==> config.mk <==
export PLATFORM = sky130hd
export DESIGN_NAME = ball_engine
export DESIGN_NICKNAME = d
export VERILOG_FILES = /design/src/rtl/ball_engine.sv
export SDC_FILE = /design/constraint.sdc
export NUM_CORES = 1
export LEC_CHECK = 0
export ABC_AREA = 0
export BUFFER_PORTS_ARGS = -buffer_cell sky130_fd_sc_hd__buf_2
export CORE_AREA = 3 3 108 110
export DETAILED_ROUTE_END_ITERATION = 10
export DIE_AREA = 0 0 111 113
export GPL_TIMING_DRIVEN = 0
export PLACE_DENSITY = 0.64
export SYNTH_ARGS = -nofsm -noshare
export SYNTH_HDL_FRONTEND = slang
export SYNTH_SLANG_ARGS = --single-unit
==> constraint.sdc <==
create_clock -name clk -period 7.65 [get_ports clk]
set_input_delay 0.3825 -clock clk [delete_from_list [all_inputs] [get_ports clk]]
set_output_delay 0.3825 -clock clk [all_outputs]
set_load 0.03 [all_outputs]
==> src/rtl/ball_engine.sv <==
`default_nettype none
// ============================================================================
// ball_engine : 2x2 ball stepper; erases/redraws through an arbitrated pixel port
// Optional macro BALL_SPEEDUP_EN : tick period halves per level (every 4th hit)
// Rev 1.0
// ============================================================================
module ball_engine #(
    parameter int SCREEN_W = 160,
    parameter int SCREEN_H = 120,
    parameter int PADDLE_W = 16,
    parameter int TICK_DIV = 833333,
    parameter int START_X  = 80,
    parameter int START_Y  = 40
) (
    input  logic       clk,
    input  logic       reset,
    input  logic       enable,
    input  logic [7:0] paddle_x,
    input  logic [6:0] paddle_y,
    input  logic       vga_grant,
    output logic       vga_req,
    output logic [7:0] x_out,
    output logic [6:0] y_out,
    output logic [2:0] colour_out,
    output logic       plot,
    output logic [7:0] ball_x,
    output logic [6:0] ball_y,
    output logic       miss
);
    localparam int         CNT_W      = (TICK_DIV > 1) ? $clog2(TICK_DIV) : 1;
    localparam logic [8:0] C_X_MAX    = 9'(SCREEN_W - 2);
    localparam logic [8:0] C_Y_MAX    = 9'(SCREEN_H - 2);
    localparam logic [8:0] C_PAD_SPAN = 9'(PADDLE_W - 1);

    typedef enum logic [2:0] {
        S_IDLE  = 3'd0,
        S_REQ   = 3'd1,
        S_ERASE = 3'd2,
        S_MOVE  = 3'd3,
        S_DRAW  = 3'd4,
        S_DONE  = 3'd5
    } state_t;

    state_t           r_state, w_state_nxt;
    logic [CNT_W-1:0] r_cnt;
    logic [CNT_W-1:0] w_period_m1;
    logic             w_tick;
    logic [1:0]       r_idx;
    logic [7:0]       r_ball_x;
    logic [6:0]       r_ball_y;
    logic             r_dx_neg, r_dy_neg;
    logic [8:0]       w_nx, w_ny;
    logic             w_wall, w_top, w_bottom, w_paddle, w_move, w_sweep;

`ifdef BALL_SPEEDUP_EN
    logic [1:0] r_level;
    logic [1:0] r_hits;
    assign w_period_m1 = CNT_W'((TICK_DIV >> r_level) - 1);
`else
    assign w_period_m1 = CNT_W'(TICK_DIV - 1);
`endif

    // >= keeps the counter bounded if the period shrinks past the current count
    assign w_tick = (r_cnt >= w_period_m1);

    always_ff @(posedge clk) begin
        if (reset || w_tick) r_cnt <= '0;
        else                 r_cnt <= r_cnt + 1'b1;
    end

    // Candidate position; bit 8 set means the step went below zero
    assign w_nx     = {1'b0, r_ball_x} + (r_dx_neg ? 9'h1FF : 9'h001);
    assign w_ny     = {2'b00, r_ball_y} + (r_dy_neg ? 9'h1FF : 9'h001);
    assign w_wall   = w_nx[8] || (w_nx > C_X_MAX);
    assign w_top    = w_ny[8];
    assign w_bottom = !w_ny[8] && (w_ny > C_Y_MAX);
    assign w_paddle = !r_dy_neg
                   && ({2'b00, r_ball_y} + 9'd2 == {2'b00, paddle_y})
                   && ({1'b0, r_ball_x} + 9'd1 >= {1'b0, paddle_x})
                   && ({1'b0, r_ball_x} <= {1'b0, paddle_x} + C_PAD_SPAN);
    assign w_move   = (r_state == S_MOVE);
    assign miss     = w_move && w_bottom && !w_paddle;

    always_ff @(posedge clk) begin
        if (reset) begin
            r_ball_x <= 8'(START_X);
            r_ball_y <= 7'(START_Y);
            r_dx_neg <= 1'b0;
            r_dy_neg <= 1'b0;
        end else if (miss) begin
            r_ball_x <= 8'(START_X);
            r_ball_y <= 7'(START_Y);
            r_dx_neg <= 1'b0;
            r_dy_neg <= 1'b1;
        end else if (w_move) begin
            if (w_wall) r_dx_neg <= !r_dx_neg;
            else        r_ball_x <= w_nx[7:0];
            if (w_top || w_paddle) r_dy_neg <= !r_dy_neg;
            else                   r_ball_y <= w_ny[6:0];
        end
    end

`ifdef BALL_SPEEDUP_EN
    always_ff @(posedge clk) begin
        if (reset || miss) begin
            r_level <= 2'd0;
            r_hits  <= 2'd0;
        end else if (w_move && w_paddle) begin
            r_hits <= r_hits + 2'd1;
            if (r_hits == 2'd3 && r_level != 2'd2) r_level <= r_level + 2'd1;
        end
    end
`endif

    always_ff @(posedge clk) begin
        if (reset) r_state <= S_IDLE;
        else       r_state <= w_state_nxt;
    end

    // Pixel index advances only on cycles where the arbiter accepted the pixel
    always_ff @(posedge clk) begin
        if (reset || !w_sweep)  r_idx <= 2'd0;
        else if (vga_grant)     r_idx <= r_idx + 2'd1;
    end

    assign w_sweep = (r_state == S_ERASE) || (r_state == S_DRAW);

    always_comb begin
        w_state_nxt = r_state;
        vga_req     = 1'b0;
        plot        = 1'b0;
        x_out       = 8'd0;
        y_out       = 7'd0;
        colour_out  = 3'b000;
        case (r_state)
            S_IDLE:  if (w_tick && enable) w_state_nxt = S_REQ;
            S_REQ: begin
                vga_req = 1'b1;
                if (vga_grant) w_state_nxt = S_ERASE;
            end
            S_ERASE, S_DRAW: begin
                vga_req    = 1'b1;
                plot       = vga_grant;
                x_out      = r_ball_x + {7'd0, r_idx[0]};
                y_out      = r_ball_y + {6'd0, r_idx[1]};
                colour_out = (r_state == S_DRAW) ? 3'b111 : 3'b000;
                if (vga_grant && r_idx == 2'd3)
                    w_state_nxt = (r_state == S_DRAW) ? S_DONE : S_MOVE;
            end
            S_MOVE: begin
                vga_req     = 1'b1;
                w_state_nxt = S_DRAW;
            end
            S_DONE:  w_state_nxt = S_IDLE;
            default: w_state_nxt = S_IDLE;
        endcase
    end

    assign ball_x = r_ball_x;
    assign ball_y = r_ball_y;

endmodule
`default_nettype wire

==> impl_metrics.env, run 1 <==
export IMPL_grt_pass1_vias=3431
export IMPL_grt_max_degree=14
export IMPL_critPathLaunchType="register"
export IMPL_initial_utilization_pct=34.9
export IMPL_fin_tns_setup_ns=0
export IMPL_min_period_over_period_pct=48.9
export IMPL_ys_async_sr_fraction_pct=0
export IMPL_place_hpwl_mm=7.28
export IMPL_required_ns=7.27
export IMPL_maxSlewViolCount=0
export IMPL_wirelength_mm=9.25
export IMPL_drive_gt1_share_pct=15.6
export IMPL_worst_slack_ns=3.91
export IMPL_top_layer="met5"
export IMPL_ys_seq_area_share_pct=22.3
export IMPL_met1_length_mm=4.37
export IMPL_synth_seq_cells=42
export IMPL_run_status="completed"
export IMPL_power_density_nw_per_um2=110
export IMPL_ioPinCount=55
export IMPL_crit_type="reg -> out"
export IMPL_drt_vias_per_instance=5.21
export IMPL_io_buffers=54
export IMPL_die_area_um2=12500
export IMPL_drt_iter0_markers=191
export IMPL_worstPathArrival_ns=3.36
export IMPL_r2r_start="ball_x[1]"
export IMPL_via_count=3541
export IMPL_final_hold_viol_count=0
export IMPL_r2r_end="r_dy_neg"
export IMPL_clk_pin_slew_ns=0.08
export IMPL_placed_cells=672
export IMPL_finalSetupViolCount=0
export IMPL_gp_congestion=0.856
export IMPL_clk_latency_ns=0.30
export IMPL_cts_root_buffer_cell="clkbuf_8"
export IMPL_antennaDiodeCount=0
export IMPL_rr_worst_depth=12
export IMPL_timing_fmax_mhz=267
export IMPL_drt_drc_violations_left=0
export IMPL_grt_pass1_wl_mm=15.9
export IMPL_overflow=0
export IMPL_coreArea_um2=10800
export IMPL_cts_hold_buf=0
export IMPL_post_place_ws_ns=4.06
export IMPL_utilization_pct=40.4
export IMPL_clock_sinks=42
export IMPL_post_cts_setup_buffers=0
export IMPL_leakage_nw=1.94
export IMPL_wl_met2_mm=4.31
export IMPL_die_h_um=113
export IMPL_stdcell_count=680
export IMPL_maxCapViolCount=0
export IMPL_cts_buffers=5
export IMPL_postSynthCellCount=478
export IMPL_slew_limit_headroom_pct=49.5
export IMPL_avgRoutedWirePerCell_um=13.6
export IMPL_syn_area_per_cell_um2=7.89
export IMPL_synth_edf_count=0
export IMPL_min_period_ns=3.74
export IMPL_antenna_found_initial=1
export IMPL_ir_drop_uv=95.6
export IMPL_netlist_cell_type_count=66
export IMPL_hp_class="in -> reg"
export IMPL_cts_tree="built"
export IMPL_rrSetupSlack_ns=4.46
export IMPL_cts_path_max_buffers=2
export IMPL_die_w_um=111
export IMPL_ys_flop_type="dfxtp_1"
export IMPL_cp_end_kind="primary output"
export IMPL_area_delta_synth_final_pct=15.6
export IMPL_final_setup_skew_ns=0.00435
export IMPL_rows=38
export IMPL_postRouteAntennaNets=0
export IMPL_startpoint="ball_x[1]"
export IMPL_cts_repair_resized=0
export IMPL_htreeDepth=2
export IMPL_synth_area_um2=3770
export IMPL_critPathMaxFanout=10
export IMPL_wl_met3_um=446
export IMPL_drt_pass1_iter_count=6
export IMPL_final_nets=602
export IMPL_worst_pin_slew_ns=0.757
export IMPL_rsz0062_at_grt="false"
export IMPL_mappedNetlistNets=541
export IMPL_ys_warn_count=0
export IMPL_grt_usage_pct=14.8
export IMPL_crit_end="miss"
==> cell families (layout without fill, tap and decap cells) <==
group / count (synthesis) / in the layout / synth area share (%)
flip-flops: 42 / 42 / 22.3
multiplexers: 1 / 1 / 0.265
adder cells (fa/ha/maj): 44 / 44 / 15.0
AND/OR/NAND/NOR: 187 / 187 / 25.4
AO/OA/AOI/OAI: 110 / 110 / 20.0
buffers and inverters: 41 / 103 / 4.71
XOR/XNOR: 53 / 53 / 12.3
==> layout make-up <==
cell class | instances | area (um^2)
sequential | 42 | 841
multi-input combinational | 395 | 2750
clock inverter | 2 | 60.1
clock buffer | 6 | 82.6
inverter | 24 | 90.1
buffer | 17 | 87.6
tap | 140 | 175
timing repair buffer | 54 | 270
fill | 1107 | 6430
==> stage by stage <==
stage          total power [mW]  hold slack, ns  instance area (um^2)
2_1_floorplan             0.251           0.437                  3770
6_report                  0.479           0.366                  4360
5_1_grt                   0.498           0.368                  4360
3_5_place_dp              0.265           0.468                  4220
4_1_cts                   0.486           0.351                  4360
3_3_place_gp              0.264           0.457                  4220
==> cell usage after synthesis, types with 2 or more instances <==
library cell	count	share of area, %
nor2_1	58	5.8
dfxtp_1	42	22
ha_1	42	14
nand2_1	30	3.0
xor2_1	27	6.3
nand3_1	26	3.5
xnor2_1	26	6.0
a21oi_1	25	3.3
inv_1	24	2.4
o21ai_0	23	3.1
nor3_1	14	1.9
and3_1	13	2.2
a211oi_1	10	2.0
a21o_1	9	1.8
clkbuf_1	8	0.80
nand2b_1	6	1.0
nand4_1	6	1.0
o21a_1	6	1.2
and4_1	5	1.2
nor2b_1	5	0.83
nand3b_1	4	0.80
o211ai_1	4	0.80
or3_1	4	0.66
a211o_1	3	0.70
a21boi_0	3	0.60
buf_2	3	0.40
buf_4	3	0.60
or2_2	3	0.50
a311oi_1	2	0.46
a31o_2	2	0.46
a31oi_1	2	0.33
and2_1	2	0.33
fa_1	2	1.1
nor4_1	2	0.33
o211a_1	2	0.53
o21bai_1	2	0.40
==> routing by layer <==
layer	global-route usage (%)	vias up
li1	-	1837
met1	19.0	1614
met2	25.8	77
met3	2.78	11
met4	3.61	2
met5	0	-
==> cells in the final DEF, fill, tap and decap left out, drive strengths merged, types with 5 or more instances in the layout <==
cell,instances
buf,62
ha,42
nand4,6
xnor2,26
a211oi,11
and3,13
nand3,26
o21ai,24
dfxtp,42
and4,5
o21a,6
nor2,58
nor3,15
nand2,30
o211ai,5
nand2b,6
nor2b,5
a21o,9
xor2,27
a21oi,26
inv,24
clkbuf,15
==> worst min path at each step <==
stage	from	end	slack (ns)	cells past startpoint
after floorplan	r_cnt[0]	r_cnt[0]	0.44	1
after global placement	r_cnt[0]	r_cnt[0]	0.46	1
after detailed placement	r_cnt[0]	r_cnt[0]	0.47	1
after CTS	reset	r_state[2]	0.35	2
after global routing	reset	r_state[2]	0.37	2
final	reset	r_state[2]	0.37	2
==> worst max-delay path, stage by stage (launching register included) <==
cell and delay [ns]:
dfxtp_1 0.55, ha_1 0.25, and3_1 0.20, nand3_1 0.12
xnor2_1 0.18, ha_1 0.31, a21oi_1 0.14, o221ai_1 0.13
a21oi_1 0.33, nor4_4 0.12, buf_4 0.19, nor3_2 0.28
buf_2 0.25
==> flip-flops by register name, summed over array words and instances (netlist names) <==
signal	count
r_dx_neg	1
r_dy_neg	1
r_cnt	20
r_idx	2
ball_y	7
r_state	3
ball_x	8
==> report_power, final <==
part	internal, mW	total (mW)	switching, mW
registers	0.220	0.221	0.00148
logic	0.0168	0.0390	0.0221
clock network	0.139	0.219	0.0794
(Power assumes the default switching activity.)
==> run 2, diff against run 1 <==
Settings changed: ABC_AREA 0 to 1, CORE_AREA 3 3 108 110 to 3 3 115 117, DIE_AREA 0 0 111 113 to 0 0 118 120, PLACE_DENSITY 0.64 to 0.65.
Clock period 7.65 ns to 3.3 ns, I/O delays scaled along.
==> run 2 against run 1 <==
Against the previous run: via count rose by 16%; core utilization is 1.1 points lower; sequential power rose to 2.6 times the previous value; global-route usage about the same; critical path depth grew 2; highest routed layer is now met4.
==> impl_metrics.env, run 2 <==
export IMPL_cts_path_max_buffers=2
export IMPL_clock_sinks=42
export IMPL_ys_seq_area_share_pct=19.8
export IMPL_ir_drop_uv=210
export IMPL_cp_top_family="simple AND/OR/NAND/NOR gates"
export IMPL_clk_latency_ns=0.28
export IMPL_initial_utilization_pct=34.0
export IMPL_rr_worst_depth=15
export IMPL_timing_fmax_mhz=334
export IMPL_run_status="completed"
export IMPL_required_ns=3.13
export IMPL_die_h_um=120
export IMPL_cts_buffers=5
export IMPL_grtUsageMet2_pct=24.3
export IMPL_crit_buf_inv=2
export IMPL_postRouteAntennaNets=0
export IMPL_rows=41
export IMPL_cp_slowest_stage_delay_ns=0.42
export IMPL_grt_pass1_vias=3751
export IMPL_synth_area_leader_cell="dfxtp_1"
export IMPL_critPathMaxFanout=9
export IMPL_utilization_pct=39.3
export IMPL_drt_iter0_markers=179
export IMPL_drive_gt1_share_pct=16.7
export IMPL_synth_seq_cells=42
export IMPL_worst_pin_slew_ns=0.511
export IMPL_power_mw=1.67
export IMPL_gp_congestion=0.834
export IMPL_htreeDepth=2
export IMPL_synthTopCellsByCount="nand2_1, inv_1, nor2_1"
export IMPL_grt_busiest_layer="met2"
export IMPL_hp_class="in -> reg"
export IMPL_syn_area_per_cell_um2=6.37
export IMPL_cts_tree="built"
export IMPL_ioPinCount=55
export IMPL_worstPathArrival_ns=2.83
export IMPL_hold_end="r_state[2]"
export IMPL_use_met3_pct=2.26
export IMPL_synthDominantCellAreaShare_pct=19.8
export IMPL_ys_flop_type="dfxtp_1"
export IMPL_maxCapViolCount=0
export IMPL_place_hpwl_mm=8.19
export IMPL_io_buffers=54
export IMPL_ys_top_cells_by_area="dfxtp_1, nand2_1, ha_1"
export IMPL_leakage_nw=2.54
export IMPL_via_count=4119
export IMPL_final_common_cell="nand2_1"
export IMPL_min_delay_start="reset"
export IMPL_die_w_um=118
export IMPL_slew_limit_headroom_pct=65.9
export IMPL_synth_area_um2=4240
export IMPL_final_cell_mix="nand2_1, inv_1, nor2_1, buf_2, nand3_1"
export IMPL_clk_pin_slew_ns=0.06
export IMPL_min_period_over_period_pct=90.6
export IMPL_netlist_cell_type_count=41
export IMPL_path_cells="ha_1 -> inv_1 -> nor3_1 -> xor2_1 -> ha_1 -> a21oi_1 -> nand3b_2 -> nand2_2 -> nor2_2 -> nand3_2 -> nand3_4 -> nand2_4 -> nor2_2 -> buf_2"
export IMPL_critPathLaunchType="register"
export IMPL_maxSlewViolCount=0
export IMPL_yosys_cell_count_top_type="nand2_1"
export IMPL_r2r_start="ball_x[0]"
export IMPL_die_area_um2=14200
export IMPL_ys_warn_count=0
export IMPL_drt_pass1_iter_count=4
export IMPL_drt_drc_violations_left=0
export IMPL_postSynthCellCount=665
export IMPL_antennaDiodeCount=0
export IMPL_cts_root_buffer_cell="clkbuf_16"
export IMPL_antenna_found_initial=0
export IMPL_r2r_end="ball_x[7]"
export IMPL_regMostFlops="r_cnt"
export IMPL_finalSetupViolCount=0
export IMPL_slowest_stage="dfxtp_4"
export IMPL_area_delta_synth_final_pct=15.6
export IMPL_rsz0062_at_grt="false"
export IMPL_final_nets=789
export IMPL_ys_async_sr_fraction_pct=0
export IMPL_grt_max_degree=14
export IMPL_coreArea_um2=12500
export IMPL_synth_edf_count=0
export IMPL_grt_usage_pct=14.8
export IMPL_fin_tns_setup_ns=0
export IMPL_grt_pass1_wl_mm=17.6
export IMPL_avgRoutedWirePerCell_um=11.4
export IMPL_drt_vias_per_instance=4.59
export IMPL_rrSetupSlack_ns=0.67
export IMPL_min_period_ns=2.99
export IMPL_crit_type="reg -> out"
export IMPL_final_hold_viol_count=0
export IMPL_overflow=0
export IMPL_whs_path_depth=2
export IMPL_whs_ns=0.150
export IMPL_largest_reg_flops=20
export IMPL_mappedNetlistNets=728
export IMPL_cp_end_kind="primary output"
export IMPL_met1_usage_pct=20.6
export IMPL_power_density_nw_per_um2=342
export IMPL_wirelength_mm=10.2
export IMPL_final_setup_skew_ns=0.00463
==> run 2: cell types whose count changed in the layout (fill, tap and decap cells not counted), moves of 6 or more <==
cell | before | now
nand3_1 | 26 | 54
xnor2_1 | 26 | 8
nand2_1 | 30 | 166
o21ai_0 | 23 | 7
nand2_2 | 0 | 6
xor2_1 | 27 | 21
nand4_1 | 6 | 28
a21o_1 | 9 | 3
inv_2 | 0 | 6
nand2b_1 | 6 | 0
nor2_2 | 0 | 18
a211oi_1 | 10 | 0
and3_1 | 13 | 0
inv_1 | 24 | 111
==> run 2: layout make-up <==
cell class	instances	area (um^2)
Fill cell	1359	7570
Tap cell	172	215
Clock buffer	6	139
Timing Repair Buffer	54	270
Multi-Input combinational cell	494	2880
Clock inverter	1	30.0
Buffer	12	80.1
Sequential cell	42	848
Inverter	117	439
==> run 2: timing repair <==
| item | in CTS | in global routing |
|---|---|---|
| setup buffers | 0 | 0 |
| hold buffers | 0 | 0 |
| gates resized for setup | 0 | 4 |
| endpoints found under the setup margin | 0 | 1 |
==> run 2: routing by layer <==
layer  wire length, um  share of wire (%)  vias up
met3               349                3.4       11
met4               122                1.2        0
li1                  -                  -     2256
met1              5060                 50     1792
met5                 0                  0        -
met2              4660                 46       60
==> run 2: kinds of logic (layout without fill, tap and decap cells) <==
kind of cell             Yosys count  count (layout)  synth area share, %
AO/OA/AOI/OAI                     53              53                 7.44
XOR/XNOR                          29              29                 6.00
adder cells (fa/ha/maj)           44              44                 13.3
buffers and inverters            129             190                 12.3
flip-flops                        42              42                 19.8
multiplexers                       1               1                0.236
AND/OR/NAND/NOR                  367             367                 40.9
==> run 2: worst max-delay path by stage <==
stage                         start       end  slack (ns)  cells past startpoint
after floorplan           ball_x[0]  r_dx_neg        0.45                     16
after global placement    ball_x[0]      miss        0.35                     14
after detailed placement  ball_x[0]      miss        0.37                     14
after CTS                 ball_x[0]      miss        0.04                     14
after global routing      ball_x[0]      miss        0.02                     14
final                     ball_x[0]      miss        0.31                     14
==> run 2: power breakdown <==
part | switching, mW | internal [mW]
Sequential | 0.0346 | 0.531
Clock | 0.194 | 0.373
Combinational | 0.371 | 0.168
Total | 0.601 | 1.07
==> run 2: through the flow <==
step	std cells	area (um^2)	setup WS [ns]
after floorplan	665	4240	0.451
after global placement	891	4720	0.349
after detailed placement	891	4720	0.370
after CTS	898	4890	0.0448
after global routing	898	4900	0.0178
final	898	4900	0.310
==> run 2: worst reg2reg max path: cells and delay by family, from the launching register on <==
family,cells,cell delay (ns)
and+or+nand+nor,8,0.88
xor gates and xnor gates,1,0.17
buffers and inverters,2,0.27
AOI/OAI and AO/OA,2,0.30
DFF,1,0.42
adders and majority gates,2,0.49
